[config.mk]
export PLATFORM = sky130hd
export DESIGN_NAME = pipe_hazard_ctrl
export DESIGN_NICKNAME = d
export VERILOG_FILES = /design/src/rtl/pipe_hazard_ctrl.sv
export SDC_FILE = /design/constraint.sdc
export NUM_CORES = 1
export LEC_CHECK = 0
export ABC_AREA = 1
export CORE_ASPECT_RATIO = 2
export CORE_UTILIZATION = 50
export CTS_CLUSTER_SIZE = 16
export DETAILED_ROUTE_END_ITERATION = 6
export PLACE_DENSITY = 0.81
export SLEW_MARGIN = 10
export SYNTH_ARGS = -nofsm -noshare
export SYNTH_HDL_FRONTEND = slang
export SYNTH_SLANG_ARGS = --single-unit
[constraint.sdc]
create_clock -name clk_i -period 2.9 [get_ports clk_i]
set_input_delay 0.87 -clock clk_i [delete_from_list [all_inputs] [get_ports clk_i]]
set_output_delay 0.87 -clock clk_i [all_outputs]
set_load 0.02 [all_outputs]
[src/rtl/pipe_hazard_ctrl.sv]
// pipe_hazard_ctrl: hazard detection, stall/flush sequencing and forwarding selects for a 5-stage pipeline
//
// Ports:
//   clk_i            rising-edge clock
//   rst_ni           asynchronous reset, active-low
//   id_rs_i/id_rt_i  source register addresses of the instruction in ID
//   id_uses_rt_i     ID instruction reads rt
//   id_jump_i        jump decoded in ID
//   exe_dest_i, exe_regwrite_i, exe_memread_i   producer currently in EXE
//   mem_dest_i, mem_regwrite_i                  producer currently in MEM
//   mem_pcsrc_i      branch taken, resolved in MEM
//   pc_write_o, ifid_write_o   front-end advance enables (low while stalling)
//   idex_bubble_o    zero ID/EX control bits this cycle
//   flush_ifid_o, flush_idex_o, flush_exmem_o   stage clears
//   fwd_a_o/fwd_b_o  registered EXE operand selects: 00 regfile, 10 MEM ALU result, 01 WB data
//   stall_cnt_o      saturating count of stall cycles
//   flush_cnt_o      saturating count of flush events
module pipe_hazard_ctrl #(
  parameter int REG_AW   = 5,
  parameter int LOAD_LAT = 1,
  parameter int CNT_W    = 16
) (
  input  logic              clk_i,
  input  logic              rst_ni,
  input  logic [REG_AW-1:0] id_rs_i,
  input  logic [REG_AW-1:0] id_rt_i,
  input  logic              id_uses_rt_i,
  input  logic              id_jump_i,
  input  logic [REG_AW-1:0] exe_dest_i,
  input  logic              exe_regwrite_i,
  input  logic              exe_memread_i,
  input  logic [REG_AW-1:0] mem_dest_i,
  input  logic              mem_regwrite_i,
  input  logic              mem_pcsrc_i,
  output logic              pc_write_o,
  output logic              ifid_write_o,
  output logic              idex_bubble_o,
  output logic              flush_ifid_o,
  output logic              flush_idex_o,
  output logic              flush_exmem_o,
  output logic [1:0]        fwd_a_o,
  output logic [1:0]        fwd_b_o,
  output logic [CNT_W-1:0]  stall_cnt_o,
  output logic [CNT_W-1:0]  flush_cnt_o
);
  typedef enum logic {RUN, STALL} state_e;
  localparam bit         MULTI     = LOAD_LAT > 1;
  localparam logic [2:0] SCNT_INIT = 3'(LOAD_LAT - 1);
  state_e           state_q, state_d;
  logic [2:0]       scnt_q, scnt_d;
  logic [1:0]       fwd_a_q, fwd_a_d, fwd_b_q, fwd_b_d;
  logic [CNT_W-1:0] stall_cnt_q, stall_cnt_d, flush_cnt_q, flush_cnt_d;
  logic             luh, stall, flush_jmp, flush_ev;
  logic             exe_fwd_a, mem_fwd_a, exe_fwd_b, mem_fwd_b;
  assign luh = exe_memread_i & exe_regwrite_i & (exe_dest_i != '0) &
               ((exe_dest_i == id_rs_i) | (id_uses_rt_i & (exe_dest_i == id_rt_i)));
  always_ff @(posedge clk_i or negedge rst_ni)
    if (!rst_ni) begin
      state_q     <= RUN;
      scnt_q      <= '0;
      fwd_a_q     <= 2'b00;
      fwd_b_q     <= 2'b00;
      stall_cnt_q <= '0;
      flush_cnt_q <= '0;
    end else begin
      state_q     <= state_d;
      scnt_q      <= scnt_d;
      fwd_a_q     <= fwd_a_d;
      fwd_b_q     <= fwd_b_d;
      stall_cnt_q <= stall_cnt_d;
      flush_cnt_q <= flush_cnt_d;
    end
  // scnt holds the stall cycles still owed after the current one; a taken branch abandons them
  always_comb begin
    state_d = state_q;
    scnt_d  = scnt_q;
    if (state_q == RUN) begin
      if (MULTI && !mem_pcsrc_i && luh) begin
        state_d = STALL;
        scnt_d  = SCNT_INIT;
      end
    end else if (mem_pcsrc_i || scnt_q == 3'd1) begin
      state_d = RUN;
      scnt_d  = '0;
    end else begin
      scnt_d = scnt_q - 3'd1;
    end
  end
  // A resolved branch outranks both the load-use stall and a jump in ID
  always_comb begin
    stall     = (state_q == STALL) ? !mem_pcsrc_i : (!mem_pcsrc_i & luh);
    flush_jmp = (state_q == RUN) & !mem_pcsrc_i & !luh & id_jump_i;
    flush_ev  = mem_pcsrc_i | flush_jmp;
  end
  // Outputs forced to their idle values while reset is held
  assign pc_write_o    = !rst_ni | !stall;
  assign ifid_write_o  = !rst_ni | !stall;
  assign idex_bubble_o = rst_ni & stall;
  assign flush_ifid_o  = rst_ni & flush_ev;
  assign flush_idex_o  = rst_ni & mem_pcsrc_i;
  assign flush_exmem_o = rst_ni & mem_pcsrc_i;
  // The EXE producer is one stage younger than the MEM producer, so it wins
  always_comb begin
    exe_fwd_a = exe_regwrite_i & (exe_dest_i != '0) & (exe_dest_i == id_rs_i);
    mem_fwd_a = mem_regwrite_i & (mem_dest_i != '0) & (mem_dest_i == id_rs_i);
    exe_fwd_b = id_uses_rt_i & exe_regwrite_i & (exe_dest_i != '0) & (exe_dest_i == id_rt_i);
    mem_fwd_b = id_uses_rt_i & mem_regwrite_i & (mem_dest_i != '0) & (mem_dest_i == id_rt_i);
    fwd_a_d   = (stall | mem_pcsrc_i) ? 2'b00 : exe_fwd_a ? 2'b10 : mem_fwd_a ? 2'b01 : 2'b00;
    fwd_b_d   = (stall | mem_pcsrc_i) ? 2'b00 : exe_fwd_b ? 2'b10 : mem_fwd_b ? 2'b01 : 2'b00;
  end
  always_comb begin
    stall_cnt_d = stall_cnt_q + CNT_W'(stall & ~&stall_cnt_q);
    flush_cnt_d = flush_cnt_q + CNT_W'(flush_ev & ~&flush_cnt_q);
  end
  assign fwd_a_o     = fwd_a_q;
  assign fwd_b_o     = fwd_b_q;
  assign stall_cnt_o = stall_cnt_q;
  assign flush_cnt_o = flush_cnt_q;
endmodule

==> impl_results.md, run 1 <==
- Maximum VDD drop: 0.414 mV
- Storage element area: 0.00100 sq mm
- Flop pwr share: roughly 45%
- Total net switching power: roughly 530 uW
- GRT Total Usage: 24.4%
- Worst min-delay path class: reg2reg
- Drc violations: 0
- Combinational share of power: 31.3%
- Mapped cell area: around 0.0022 sq mm
- Die area: 0.00475 sq mm
- Largest net degree at the start of global routing: 19
- Internal: 1070 uW
- Multi-input gate area: 0.00117 sq mm
- Drt first pass iters: 4
- # diodes: 0
- Period utilisation layout: 97.5%
- Final Core Density: 78.3%
- Vias in the first global route: about 2000
- Total grt overflow: 0
- First-pass GRT wire length: 8580 um
- Reg clk slew, reported paths: 80 ps
- Detail Placement HPWL: 4400 um
- R2R depth: 14
- Ports: 70
- Critical R2R Capture: flush_cnt_o[7]
- TritonCTS clock tree: done
- CTS Buffer Depth: 2
- Core area: 0.00430 sq mm
- Synth warn: 0
- Hold Path End: stall_cnt_o[13]
- XOR/XNOR Fraction of Synth Area: 13.7%
- Post-synthesis compound-gate area fraction: ~3.5%
- Reg2reg setup slack: 620 ps
- Cells after DPL: 406
- Min-delay src: stall_cnt_o[13]
- Synth Area in Simple Gates: 27.2%
- Post-Synthesis Cells: 258
- Min Tclk post-route: about 2800 ps
- Post-route antenna net violation count: 0
- Hold path depth: 1
- Worst setup SP type: primary input
- Crit path required time: 2030 ps
- Fin Setup TNS: 0 ps
- Rel. slew slack: 76.4%
- Final std cells w/o fill: approximately 420
- Fillers: 292
- Most common cell after layout, fill and taps aside: nand2_1
- Leakage: 0.00177 uW
- CP arrival: 1960 ps
- Antenna violations before repair: 0
- Area delta synth->final: 51.0%
- Die Ht: 96.4 um
- Fmax: 354 MHz
- Vias: around 2100
- Clock power frac: 23.9%
- CTS Root Cell: clkbuf_8
- Synth Net Count: 293
- Clock sink total: 40
- Mux contribution to synthesized area: 0%
- Placed Area: 0.00317 sq mm
- CTS H-tree lvls: 2
- Slew Limit Fails: 0
- Critical path capture point type: output pin
- Main combinational cell family by area after synthesis: simple AND/OR/NAND/NOR gates
- Synth unique cells: 24
- GP Congestion: 0.835
- I/O Buffers: between 60 and 70
- Worst r2r src: flush_cnt_o[6]
- Avg Synthesized Cell Area: 8.64 sq um
- Most frequent cells in the layout: nand2_1, clkdlybuf4s50_1, dfrtp_1
- Worst slew pin tran: 351 ps
- Synth Register Bits: 40
- Starting Density: 51.9%
- DR vias/cell: 5.04
- Initial drt markers: 35
- Num CTS Buffers: 5
- Tot Pwr: 1590 uW
- Max-cap viol count: 0
- Crit path max fanout: 3
- Sequential area share after synthesis: 44.9%
- Synth Area in Adders: under 10%
- Hold-fix buffers, CTS: 0
- Crit Path Class: in2out
- Row cnt: 34
- WL/cell: approximately 14 um
- Outcome: complete, no violations
- Clk Latency, worst-skew pair: 290 ps
- Final hold vios: 0
- Total Nets Final: 396
- Final wirelength: between 5000 and 6000 um
- Die span in x: 49.2 um
- Final setup viols: 0
- Final Cell Area: 0.00337 sq mm
- Layout cells sized above 1: 28.7%
- Pwr dens: approximately 470 mW/mm^2
- Sw Share: between 30% and 40%
- Layout Skew: around 6.3 ps
cells by family after synthesis:
family,Yosys count
AO/OA/AOI/OAI,15
adder cells (fa/ha/maj),7
flip-flops,40
buffers and inverters,38
AND/OR/NAND/NOR,123
XOR/XNOR,35
metrics by stage:
stage	worst slack [ps]	hold slack, ps
finish	72.5	490
global route	-38.7	527
CTS	0.0244	494
global placement	-736	485
floorplan	39.1	487
detailed placement	-818	483
power by group through the flow:
stage	logic [uW]	clock network [uW]	registers, uW
2_1_floorplan	137	0	784
3_3_place_gp	462	0	714
3_5_place_dp	479	0	721
4_1_cts	475	384	711
5_1_grt	528	404	728
6_report	499	380	714
Yosys cell counts:
cell type,count,share of area (%)
o21ai_0,3,0.67
buf_4,2,0.67
nor3_2,1,0.45
nand2_2,5,1.4
nor3_4,1,0.73
nand4_1,8,2.2
inv_1,36,6.1
ha_1,7,3.9
nand2_1,58,9.8
nor2_4,4,2.0
nand2_4,1,0.51
xnor2_1,15,5.9
nor3_1,3,0.67
nand3_1,9,2.0
nor2_1,23,3.9
and3b_1,1,0.39
a21oi_1,10,2.2
nand3b_1,2,0.67
nand3_2,3,1.3
dfrtp_1,40,45
xor2_1,20,7.9
nor2_2,2,0.56
o22ai_1,2,0.56
nor4_1,2,0.56
worst max path at each step:
stage                     slack (ps)           from              end
final                             70  exe_dest_i[4]       pc_write_o
after global routing             -40     id_rt_i[0]  stall_cnt_o[15]
after CTS                       0.02  exe_dest_i[3]     ifid_write_o
after detailed placement        -820  exe_dest_i[1]    idex_bubble_o
after global placement          -740  exe_dest_i[1]    idex_bubble_o
after floorplan                   40  exe_dest_i[3]       pc_write_o
registers in the layout (all words and copies together), names as in the netlist:
name and count:
flush_cnt_o 16, stall_cnt_o 16, scnt_q 3, fwd_a_o 2, fwd_b_o 2, state_q 1
layer usage:
layer  GRT usage [%]  part of all wire, %  up-vias
met2            50.3                   60       77
met3            3.29                  3.1       14
met1            22.1                   34      992
met4            12.5                  3.1        0
met5               0                    0        -
li1                -                    -     1013
layout make-up:
type                       count  share of cell area (%)
sequential                    40                    29.7
timing repair buffer          98                    26.7
clock inverter                 2                   0.297
inverter                      36                    4.09
clock buffer                   6                    2.45
multi-input combinational    180                    34.7
tap                           54                    2.01
what timing repair did:
| item | in CTS | in global routing |
|---|---|---|
| setup buffers | 0 | 2 |
| resized for setup | 78 | 59 |
| pin swaps | 13 | 24 |
| endpoints found under the setup margin | 28 | 16 |
worst max-delay path: stages:
cell and delay, ps:
buf_4 130, nand2_1 70, nand2_2 50, nor2_1 100, nand3_1 90, nand2_1 100, nand2_2 70, nand2_2 90
nand2_4 70, nor2_4 120, inv_2 60, buf_6 130
Note: power is estimated with default switching activity, not from simulation.
==> run 2, diff against run 1 <==
CORE_UTILIZATION = 47   (was 50)
PLACE_DENSITY = 0.77   (was 0.81)
SLEW_MARGIN = 0   (was 10)
clock period = 3.21 ns   (was 2.9 ns; I/O delays follow)
==> run 2 against run 1 <==
Compared with the run above: critical path depth fell by 7; register-to-register slack improved by 380 ps; clock skew shrank 4.7 ps; combinational power fell by 17%; sequential power down 10%; critical endpoint is now flush_ifid_o; highest routed layer unchanged.
==> impl_results.md, run 2 (same netlist as run 1, synthesis figures left out) <==
- Multi-input gate area: 0.00110 sq mm (-5.6%)
- Rel. slew slack: 74.9% (-1.4 points)
- Outcome: complete, no violations
- Met3 WL: 232 um (+33%)
- Tot Pwr: 1400 uW (-12%)
- Placed Area: 0.00319 sq mm (+0.67%)
- Post-route antenna net violation count: 0 (unchanged)
- GP Congestion: 0.853 (+2.2%)
- Final wirelength: 5560 um (-2.0%)
- Hold-fix buffers, CTS: 0 (unchanged)
- Pwr dens: 430 mW/mm^2 (-9.2%)
- Largest net degree at the start of global routing: 30 (+11)
- Worst setup margin: 107 ps (+34.3 ps)
- Num CTS Buffers: 5 (unchanged)
- Period utilisation layout: 96.7%
- Slowest-stage cell, CP: clkdlybuf4s50_1
- Max Used Layer: met4
- GRT Total Usage: 23.7% (-0.73 points)
- CP arrival: 2140 ps (+180 ps)
- Reg clk slew, reported paths: 70 ps (about the same)
- WL/cell: 13.2 um (-3.2%)
- TritonCTS clock tree: done
- Row cnt: 35 (+2.9%)
- Most common cell after layout, fill and taps aside: nand2_1
- Slowest cell delay on critical path: 480 ps (+350 ps)
- Final hold vios: 0 (unchanged)
- Area delta synth->final: 45.8%
- # diodes: 0 (unchanged)
- Drc violations: 0 (unchanged)
- Crit-path leading delay family: buffers and inverters
- Worst-path cell chain: clkdlybuf4s50_1 > nor2_1 > nand3_1 > a21oi_1 > buf_2
- Detail Placement HPWL: 4460 um (+1.5%)
- Layout cells sized above 1: 23.2% (-5.5 points)
- Place WS: -765 ps (+53.2 ps)
- CP bufs+invs: 2 (-1)
- Worst min-delay path class: reg2reg
- Crit path required time: 2250 ps (+220 ps)
- Drt first pass iters: 4 (unchanged)
- Fmax: ~320 MHz
- First-pass GRT wire length: 8890 um (+3.6%)
- Core area: 0.00460 sq mm (+7.0%)
- Max-cap viol count: 0 (unchanged)
- Clock sink total: 40 (unchanged)
- Ports: 70 (unchanged)
- CTS Root Cell: clkbuf_8
- DRT met1 WL: 1810 um (-5.0%)
- Total Nets Final: 400 (+1.0%)
- Slew Limit Fails: 0 (unchanged)
- Die Ht: 99.4 um (+3.1%)
- Worst setup SP type: primary input
- Clk Latency, worst-skew pair: 280 ps (about the same)
- Leakage: 0.00172 uW (-2.7%)
- Total grt overflow: 0 (unchanged)
- Routed length on met2: 3310 um (-3.5%)
- Crit Path Class: in2out
- Most frequent cells in the layout: nand2_1, clkdlybuf4s50_1, dfrtp_1
- Maximum VDD drop: 0.369 mV (-11%)
- Fillers: 407 (+39%)
- Die area: 0.00504 sq mm (+6.2%)
- Storage element area: 0.00100 sq mm (unchanged)
- CTS Buffer Depth: 2 (unchanged)
- Crit path max fanout: 4 (+1)
- I/O Buffers: 69 (unchanged)
- Final Cell Area: 0.00325 sq mm (-3.4%)
- Vias: 2063 (-1.6%)
- Vias in the first global route: 2093 (+4.1%)
- Die span in x: 50.7 um (+3.0%)
- Layout Skew: 1.63 ps (-4.65 ps)
- Critical path capture point type: output pin
- Min Tclk post-route: 3100 ps
- Worst slew pin tran: 376 ps (+24.8 ps)
- Starting Density: 48.5% (-3.4 points)
- Final setup viols: 0 (unchanged)
- Antenna violations before repair: 0 (unchanged)
- CTS H-tree lvls: 2 (unchanged)
- DR vias/cell: 4.90 (-2.7%)
- Initial drt markers: 19 (-46%)
-- run 2: path summary, 6_finish.rpt --
check | slack [ps] | depth (start not counted) | endpoint | start
max reg2reg | 1000 | 15 | stall_cnt_o[15] | state_q
min | 490 | 1 | stall_cnt_o[13] | stall_cnt_o[13]
min in group asynchronous | 660 | 2 | stall_cnt_o[7] | rst_ni
max in group asynchronous | 2180 | 2 | flush_cnt_o[12] | rst_ni
min reg2reg | 490 | 1 | stall_cnt_o[13] | stall_cnt_o[13]
max | 110 | 5 | flush_ifid_o | mem_pcsrc_i
-- run 2: timing repair --
action,4_1_cts,5_1_grt
buffers inserted,1,2
setup endpoints to repair,13,13
resized for setup,48,31
pin swaps,11,11
gates cloned,0,0
-- run 2: metrics by stage --
stage                     setup TNS (ps)  instances  util, %  hold WS [ps]
after floorplan                        0        258        -           487
after global placement             -7710        410     69.5           479
after detailed placement           -9050        410     69.5           486
after CTS                              0        419     71.2           498
after global routing               -30.4        421     70.7           525
final                                  0        421     70.7           494
-- run 2: area by class of cell --
class / count / share of cell area [%]
multi-input combinational: 180 / 33.9
tap: 55 / 2.12
sequential: 40 / 30.8
inverter: 36 / 4.16
clock buffer: 8 / 2.77
timing repair buffer: 102 / 26.3
-- run 2: power by group --
part	total (uW)	internal (uW)	switching, uW
registers	641	563	77.9
clock network	339	175	164
logic	416	206	210
total	1400	945	452
-- run 2: metal layers --
layer	track usage (%)	vias to the layer above
met2	46.8	68
li1	-	1022
met4	13.2	0
met1	20.9	958
met3	4.43	15
met5	0	-
